[config.mk]
export PLATFORM = sky130hd
export DESIGN_NAME = shift_deserializer
export DESIGN_NICKNAME = d
export VERILOG_FILES = /design/src/rtl/shift_deserializer.sv
export SDC_FILE = /design/constraint.sdc
export NUM_CORES = 1
export LEC_CHECK = 0
export BUFFER_PORTS_ARGS = -buffer_cell sky130_fd_sc_hd__buf_2
export CAP_MARGIN = 20
export CORE_UTILIZATION = 50
export DETAILED_ROUTE_END_ITERATION = 8
export GPL_TIMING_DRIVEN = 0
export PLACE_DENSITY = 0.74
export SETUP_SLACK_MARGIN = 0.05
export SYNTH_ARGS = -nofsm -noshare
export SYNTH_HDL_FRONTEND = slang
export SYNTH_SLANG_ARGS = --single-unit
[constraint.sdc]
create_clock -name clk -period 2.1 [get_ports clk]
set_input_delay 0.21 -clock clk [delete_from_list [all_inputs] [get_ports clk]]
set_output_delay 0.21 -clock clk [all_outputs]
set_load 0.01 [all_outputs]
[src/rtl/shift_deserializer.sv]
// Serial-to-parallel word assembler: collects WIDTH qualified bits framed by start,
// presents each completed word through a valid/ready output register with sticky overflow.
module shift_deserializer #(
    parameter int WIDTH     = 8,
    parameter bit MSB_FIRST = 1'b1
) (
    input  logic             clk,
    input  logic             reset,
    input  logic             enable,
    input  logic             data_in,
    input  logic             start,
    input  logic             data_ready,
    input  logic             clr_ovf,
    output logic [WIDTH-1:0] data_out,
    output logic             data_valid,
    output logic             busy,
    output logic             overflow
);

    localparam int CW = $clog2(WIDTH);

    typedef enum logic {
        S_IDLE  = 1'b0,
        S_SHIFT = 1'b1
    } state_t;

    state_t           r_state;
    logic [CW-1:0]    r_count;
    logic [WIDTH-1:0] r_shift;
    logic [WIDTH-1:0] r_data_out;
    logic             r_valid;
    logic             r_overflow;

    logic [WIDTH-1:0] w_first;
    logic [WIDTH-1:0] w_shifted;
    logic             w_complete;
    logic             w_load;
    logic             w_drop;

    // Next-word candidates and completion/handshake decode
    always_comb begin
        w_first    = {WIDTH{1'b0}};
        w_shifted  = r_shift;
        w_complete = 1'b0;
        w_load     = 1'b0;
        w_drop     = 1'b0;
        if (MSB_FIRST) begin
            w_first   = {{(WIDTH-1){1'b0}}, data_in};
            w_shifted = {r_shift[WIDTH-2:0], data_in};
        end else begin
            w_first   = {data_in, {(WIDTH-1){1'b0}}};
            w_shifted = {data_in, r_shift[WIDTH-1:1]};
        end
        if ((r_state == S_SHIFT) && enable && !start && (r_count == CW'(WIDTH - 1))) begin
            w_complete = 1'b1;
        end else begin
            w_complete = 1'b0;
        end
        // A full output register only accepts a new word if it is being consumed on this edge.
        if (w_complete && (!r_valid || data_ready)) begin
            w_load = 1'b1;
        end else begin
            w_load = 1'b0;
        end
        if (w_complete && r_valid && !data_ready) begin
            w_drop = 1'b1;
        end else begin
            w_drop = 1'b0;
        end
    end

    // Frame FSM, bit counter and partial-word shift register
    always_ff @(posedge clk or negedge reset) begin
        if (!reset) begin
            r_state <= S_IDLE;
            r_count <= {CW{1'b0}};
            r_shift <= {WIDTH{1'b0}};
        end else begin
            case (r_state)
                S_IDLE: begin
                    if (enable && start) begin
                        r_shift <= w_first;
                        r_count <= CW'(1);
                        r_state <= S_SHIFT;
                    end else begin
                        r_state <= S_IDLE;
                    end
                end
                S_SHIFT: begin
                    if (!enable) begin
                        r_state <= S_SHIFT;
                    end else if (start) begin
                        r_shift <= w_first;
                        r_count <= CW'(1);
                        r_state <= S_SHIFT;
                    end else if (w_complete) begin
                        r_shift <= w_shifted;
                        r_count <= {CW{1'b0}};
                        r_state <= S_IDLE;
                    end else begin
                        r_shift <= w_shifted;
                        r_count <= r_count + CW'(1);
                        r_state <= S_SHIFT;
                    end
                end
                default: begin
                    r_state <= S_IDLE;
                    r_count <= {CW{1'b0}};
                    r_shift <= {WIDTH{1'b0}};
                end
            endcase
        end
    end

    // Output word register, valid handshake and sticky overflow (set beats clear)
    always_ff @(posedge clk or negedge reset) begin
        if (!reset) begin
            r_data_out <= {WIDTH{1'b0}};
            r_valid    <= 1'b0;
            r_overflow <= 1'b0;
        end else begin
            if (w_load) begin
                r_data_out <= w_shifted;
                r_valid    <= 1'b1;
            end else if (r_valid && data_ready) begin
                r_valid    <= 1'b0;
            end else begin
                r_valid    <= r_valid;
            end
            if (w_drop) begin
                r_overflow <= 1'b1;
            end else if (clr_ovf) begin
                r_overflow <= 1'b0;
            end else begin
                r_overflow <= r_overflow;
            end
        end
    end

    assign data_out   = r_data_out;
    assign data_valid = r_valid;
    assign busy       = (r_state == S_SHIFT);
    assign overflow   = r_overflow;

endmodule

==> key figures, run 1 <==
Worst setup path
  • Critical Path Start Type: flip-flop
  • WS Path Type: reg -> reg
  • WP buf/inv: 1
  • CP max stage delay: 0.39 ns
  • CP Cell Sequence: ha_1 > ha_1 > nand4b_2 > nor2b_2 > buf_6 > mux2_4
  • Flop-to-flop setup slack: 0.41 ns
  • Worst path most repeated cell: ha_1
  • CP endpoint kind: flip-flop
  • Critical path's slowest cell: dfrtp_1
  • Worst r2r src: r_count[0]
  • Worst flop-to-flop path endpoint: data_out[4]
  • Critical path peak fanout: 8
  • Reg2Reg Depth: 6
  • CP required: 2.29 ns
  • Delay-heaviest family, CP: adder cells
  • Critical path arrival: 1.88 ns

Hold path
  • Hold depth: 2
  • Hold_sp: clr_ovf
  • Hold Crit Class: in -> reg
  • Hold Path Sink: overflow

Die
  • Placement row count: 15
  • Initial Utilization: 0.541
  • Die area: 0.00206 mm^2
  • Die Ht: 45.4 um
  • Die W: 45.4 um
  • IO Count: 18
  • CORE AREA: 0.00175 mm^2

Synthesis
  • Yosys top cell by area: dfrtp_1
  • Syn avg cell area: 12.4 um^2
  • Yosys top cell area share: 0.557
  • Register area share after synthesis: 0.557
  • Syn Inst Count: 76
  • Synth warn: 0
  • Synthesis-stage register bit count: 21
  • Post-synth cell types: 19
  • Post-Synthesis Net Count: 85
  • Synth area leaders: dfrtp_1 (56%), mux2_4 (13%), o22ai_1 (6.0%)
  • Mapped cell area: 943 um^2

Placed design
  • Placed cell area: 0.00106 mm^2
  • Final HPWL DP: 1200 um
  • DP Worst Slack: 0.416 ns
  • GP Congestion: 0.711
  • Port Buffer Count: 17

Detailed routing
  • Routed length per instance: 13.5 um
  • Initial drt markers: 17
  • Via count: 659
  • DR vias/cell: 5.36
  • Antenna-violating nets left: 0
  • Post-Route WL: 1660 um
  • 1st-pass router iterations: 4
  • Drt drc: 0

Cells and area
  • Final #Nets: 108
  • Number of fill cells in the layout: 153
  • Fin area: 0.00110 mm^2
  • Share of cells above drive strength 1: 0.337
  • Fin util: 0.628
  • Area grow syn2layout: 16.2%
  • Diode count: 0

Clock tree
  • CTS Buffer Depth: 2
  • # clock sinks: 21
  • Clock Latency Late Sink: 0.30 ns
  • TritonCTS Buffers: 3
  • H-tree lvl count: 1
  • CTS tree: built
  • Root buffer cell: clkbuf_4
  • Clock slew seen by the registers of the worst setup and hold paths: 0.11 ns
  • Post-CTS Setup Bufs: 0

Status
  • Status: completed

Global routing
  • GR Overflow Total: 0
  • GRT Total Usage: 0.190
  • Largest net degree at the start of global routing: 22
  • Antenna violations before repair: 0
  • First-pass GRT wire length: 2750 um
  • Vias in the first global route: 654

Timing
  • Clock Skews: 0.00750 ns
  • Slew Limit Fails: 0
  • Fmax: 0.592 GHz
  • RSZ-0062 raised after global routing: no
  • Final worst slack: 0.411 ns
  • Final setup viols: 0
  • Final Critical Period: 1.69 ns
  • Setup TNS: 0 ns
  • Final Cycle Share: 0.804
  • Endpoints failing hold: 0
  • Worst slew margin: 0.697
  • Slew @ Worst Pin: 0.454 ns

Power
  • P_leak: 0.000542 uW
  • Power Density: 747 mW/mm^2
  • Peak VDD IR: 0.585 mV

Run
  • Max Cap Viol: 0
## how the worst max path moves through the flow
stage | startpoint | to | slack [ns] | cells after the start
floorplan | r_count[0] | data_out[0] | 0.58 | 6
global placement | r_count[0] | data_out[5] | 0.46 | 6
detailed placement | r_count[0] | data_out[4] | 0.42 | 6
CTS | r_count[0] | data_out[4] | 0.39 | 6
global route | r_count[0] | data_out[4] | 0.31 | 6
finish | r_count[0] | data_out[4] | 0.41 | 6
## area by class of cell
cell class / count / area, um^2 / area share
inverters: 12 / 45.0 / 0.0411
clock buffers: 4 / 26.3 / 0.0240
flip-flops and latches: 21 / 526 / 0.479
multi-input cells: 39 / 349 / 0.318
repair buffers: 18 / 95.1 / 0.0868
well taps: 25 / 31.3 / 0.0285
plain buffers: 4 / 23.8 / 0.0217
## worst register-to-register path, delay by kind of cell (launching register included)
family	cells	cell delay, ns
muxes	1	0.31
adders and majority gates	2	0.40
DFF	1	0.39
and+or+nand+nor	2	0.31
buffers and inverters	1	0.16
## state kept, by name, summed over array words and instances, names as in the netlist
signal and cells:
overflow 1, r_shift 7, busy 1, data_out 8, r_count 3, data_valid 1
## stage by stage
stage	hold WS (ns)	cells	total power [uW]
2_1_floorplan	-0.0856	76	580
3_3_place_gp	0.186	118	628
3_5_place_dp	0.186	118	639
4_1_cts	0.0905	123	825
5_1_grt	0.0747	123	869
6_report	0.0941	123	819
## where the power goes
part	internal [uW]	leakage (uW)	total, uW	switching [uW]
Sequential	447	0.000279	481	33.8
Clock	74.0	0.0000150	188	114
Combinational	77.6	0.000248	149	71.4
## Yosys cell counts, drive strengths merged
master,n
a32oi,1
mux2,9
a22oi,7
nor3b,1
and2,1
a22o,1
ha,2
buf,2
o21ai,3
dfrtp,21
clkbuf,2
nor2b,1
nand4b,1
nand2,2
o22ai,9
inv,12
nand2b,1
## logic make-up after synthesis
| group | Yosys count | share of synthesized area |
|---|---|---|
| flip-flops | 21 | 0.557 |
| adder cells (fa/ha/maj) | 2 | 0.0265 |
| multiplexers | 9 | 0.139 |
| buffers and inverters | 16 | 0.0729 |
| AND/OR/NAND/NOR | 7 | 0.0544 |
| AO/OA/AOI/OAI | 21 | 0.150 |
## layout by cell type, fill, tap and decap left out, types with 2 or more instances in the layout
| cell type | count |
|---|---|
| clkbuf_1 | 3 |
| o21ai_0 | 3 |
| clkbuf_4 | 3 |
| dfrtp_1 | 21 |
| ha_1 | 2 |
| o22ai_1 | 9 |
| buf_2 | 18 |
| mux2_4 | 8 |
| nand2_1 | 2 |
| a22oi_1 | 7 |
| inv_1 | 12 |
## what timing repair did
| item | in CTS | in global routing |
|---|---|---|
| endpoints found under the hold margin | 21 | 0 |
| gates resized for setup | 0 | 0 |
| hold buffers | 1 | 0 |
## routing by layer
metal  vias up  part of all wire  global-route usage
li1        313                 -                   -
met5         -                 0                   0
met2        17              0.48               0.311
met3         2             0.039              0.0595
met4         0             0.013              0.0545
met1       327              0.47               0.240
No activity file was read; power rests on OpenSTA's default activity.
==> run 2, diff against run 1 <==
--- a/config.mk
+++ b/config.mk
@@ -7,10 +7,10 @@
 export LEC_CHECK = 0
 export BUFFER_PORTS_ARGS = -buffer_cell sky130_fd_sc_hd__buf_2
 export CAP_MARGIN = 20
-export CORE_UTILIZATION = 50
+export CORE_UTILIZATION = 47
 export DETAILED_ROUTE_END_ITERATION = 8
 export GPL_TIMING_DRIVEN = 0
-export PLACE_DENSITY = 0.74
+export PLACE_DENSITY = 0.73
 export SETUP_SLACK_MARGIN = 0.05
 export SYNTH_ARGS = -nofsm -noshare
 export SYNTH_HDL_FRONTEND = slang
==> constraint.sdc (replaced) <==
create_clock -name clk -period 1.4 [get_ports clk]
set_input_delay 0.14 -clock clk [delete_from_list [all_inputs] [get_ports clk]]
set_output_delay 0.14 -clock clk [all_outputs]
set_load 0.01 [all_outputs]
==> key figures, run 2 (synthesis results as in run 1) <==
Cells and area
  • Fin util: 0.647 (was 0.628)
  • Most frequent cells in the layout: dfrtp_1 (21), buf_2 (18), inv_1 (12) (unchanged)
  • Share of cells above drive strength 1: 0.402 (was 0.337)
  • Most common cell after layout, fill and taps aside: dfrtp_1 (unchanged)
  • Final #Nets: 112 (was 108)
  • Largest register FFs: 8 (unchanged)
  • Area grow syn2layout: 23.5% (was 16.2%)
  • Diode count: 0 (unchanged)
  • Fin area: 0.00116 mm^2 (was 0.00110 mm^2)

Hold path
  • Hold Path Sink: overflow (unchanged)
  • Hold_sp: clr_ovf (unchanged)
  • Hold depth: 2 (unchanged)
  • Hold Crit Class: in -> reg (unchanged)

Worst setup path
  • Flop-to-flop setup slack: -0.16 ns (was 0.41 ns)
  • WS Path Type: reg -> reg (unchanged)
  • CP endpoint kind: flip-flop (unchanged)
  • Reg2Reg Depth: 6 (unchanged)
  • Critical path arrival: 1.76 ns (was 1.88 ns)
  • Critical Path Start Type: flip-flop (unchanged)
  • Critical path peak fanout: 8 (unchanged)
  • Worst flop-to-flop path endpoint: data_out[1] (was data_out[4])
  • Worst r2r src: r_count[1] (was r_count[0])
  • CP required: 1.60 ns (was 2.29 ns)

Clock tree
  • CTS tree: built (unchanged)
  • TritonCTS Buffers: 3 (unchanged)
  • Clock Latency Late Sink: 0.31 ns (was 0.30 ns)
  • H-tree lvl count: 1 (unchanged)
  • Clock slew seen by the registers of the worst setup and hold paths: 0.13 ns (was 0.11 ns)
  • # clock sinks: 21 (unchanged)
  • Root buffer cell: clkbuf_4 (unchanged)
  • CTS Buffer Depth: 2 (unchanged)

Placed design
  • Port Buffer Count: 17 (unchanged)
  • Placed cell area: 0.00108 mm^2 (was 0.00106 mm^2)
  • GP Congestion: 0.692 (was 0.711)
  • Final HPWL DP: 1270 um (was 1200 um)

Timing
  • Hold Slack: 0.0193 ns (was 0.0941 ns)
  • Final worst slack: -0.156 ns (was 0.411 ns)
  • RSZ-0062 raised after global routing: yes (was no)
  • Slew @ Worst Pin: 0.471 ns (was 0.454 ns)
  • Final setup viols: 8 (was 0)
  • Worst slew margin: 0.686 (was 0.697)
  • Endpoints failing hold: 0 (unchanged)
  • Final Cycle Share: 1.11 (was 0.804)
  • Slew Limit Fails: 0 (unchanged)
  • Fmax: 0.643 GHz (was 0.592 GHz)
  • Final Critical Period: 1.56 ns (was 1.69 ns)
  • Clock Skews: 0.0101 ns (was 0.00750 ns)

Detailed routing
  • Drt drc: 0 (unchanged)
  • Post-Route WL: 1880 um (was 1660 um)
  • Initial drt markers: 13 (was 17)
  • Routed length per instance: 14.8 um (was 13.5 um)
  • Via count: 673 (was 659)
  • DR vias/cell: 5.30 (was 5.36)
  • 1st-pass router iterations: 6 (was 4)
  • Antenna-violating nets left: 0 (unchanged)

Power
  • P_leak: 0.000572 uW (was 0.000542 uW)
  • Peak VDD IR: 0.539 mV (was 0.585 mV)
  • Power Density: 1110 mW/mm^2 (was 747 mW/mm^2)

Global routing
  • First-pass GRT wire length: 2790 um (was 2750 um)
  • Vias in the first global route: 621 (was 654)
  • GRT Total Usage: 0.187 (was 0.190)
  • GR Overflow Total: 0 (unchanged)
  • Antenna violations before repair: 0 (unchanged)
  • Largest net degree at the start of global routing: 22 (unchanged)

Die
  • Die Ht: 46.8 um (was 45.4 um)
  • Die area: 0.00219 mm^2 (was 0.00206 mm^2)
  • IO Count: 18 (unchanged)
  • Die W: 46.8 um (was 45.4 um)
  • Initial Utilization: 0.524 (was 0.541)
  • Placement row count: 15 (unchanged)
  • CORE AREA: 0.00180 mm^2 (was 0.00175 mm^2)

Run
  • Max Cap Viol: 0 (unchanged)

Status
  • Failing checks: negative setup slack
  • Status: complete, but fails checks (was completed)
-- run 2: cell types whose count changed in the layout (fill, tap and decap cells not counted), moves of 2 or more --
cell,previous run,this run
buf_4,0,4
ha_1,2,0
o21ai_0,3,1
o21ai_1,0,2
-- run 2: where the power goes --
group,leakage [uW],switching (uW),internal [uW]
sequential,0.000279,54.1,671
combinational,0.000275,122,145
clock,0.0000177,198,107
total,0.000572,375,923
-- run 2: repair_timing --
item / 4_1_cts / 5_1_grt
gates resized for setup: 2 / 3
setup endpoints to repair: 8 / 9
hold buffers: 1 / 0
buffers inserted: 4 / 0
pin swaps: 1 / 0
hold endpoints to repair: 21 / 0
-- run 2: final cells by class --
type	instances	area [um^2]
Sequential cell	21	526
Clock inverter	1	5.00
Tap cell	25	31.3
Multi-Input combinational cell	39	383
Fill cell	155	637
Buffer	4	27.5
Clock buffer	3	22.5
Timing Repair Buffer	22	125
Inverter	12	45.0
-- run 2: critical path: stages, from the launching register on --
cell and delay, ns:
dfrtp_1 0.39, ha_2 0.19, ha_4 0.15, nand4b_4 0.11, nor2b_4 0.15, buf_8 0.15
mux2_4 0.30
-- run 2: through the flow --
stage / std cells / setup TNS, ns / setup WS (ns) / power, uW
after floorplan: 76 / -0.600 / -0.0750 / 884
after global placement: 118 / -1.14 / -0.148 / 957
after detailed placement: 118 / -1.68 / -0.219 / 978
after CTS: 127 / -1.36 / -0.174 / 1300
after global routing: 127 / -1.49 / -0.199 / 1360
final: 127 / -1.20 / -0.156 / 1300
-- run 2: worst max path at each step --
stage | startpoint | to | slack (ns) | cells after the start
4_1_cts | r_count[1] | data_out[7] | -0.17 | 6
6_report | r_count[1] | data_out[1] | -0.16 | 6
2_1_floorplan | r_count[1] | data_out[0] | -0.08 | 6
5_1_grt | r_count[1] | data_out[0] | -0.20 | 6
3_5_place_dp | r_count[1] | data_out[7] | -0.22 | 6
3_3_place_gp | r_count[0] | data_out[5] | -0.15 | 6
-- run 2: routing by layer --
metal,part of all wire,global-route usage
met5,0,0
met4,0.0027,0.0686
met3,0.043,0.0462
met2,0.51,0.314
met1,0.44,0.234
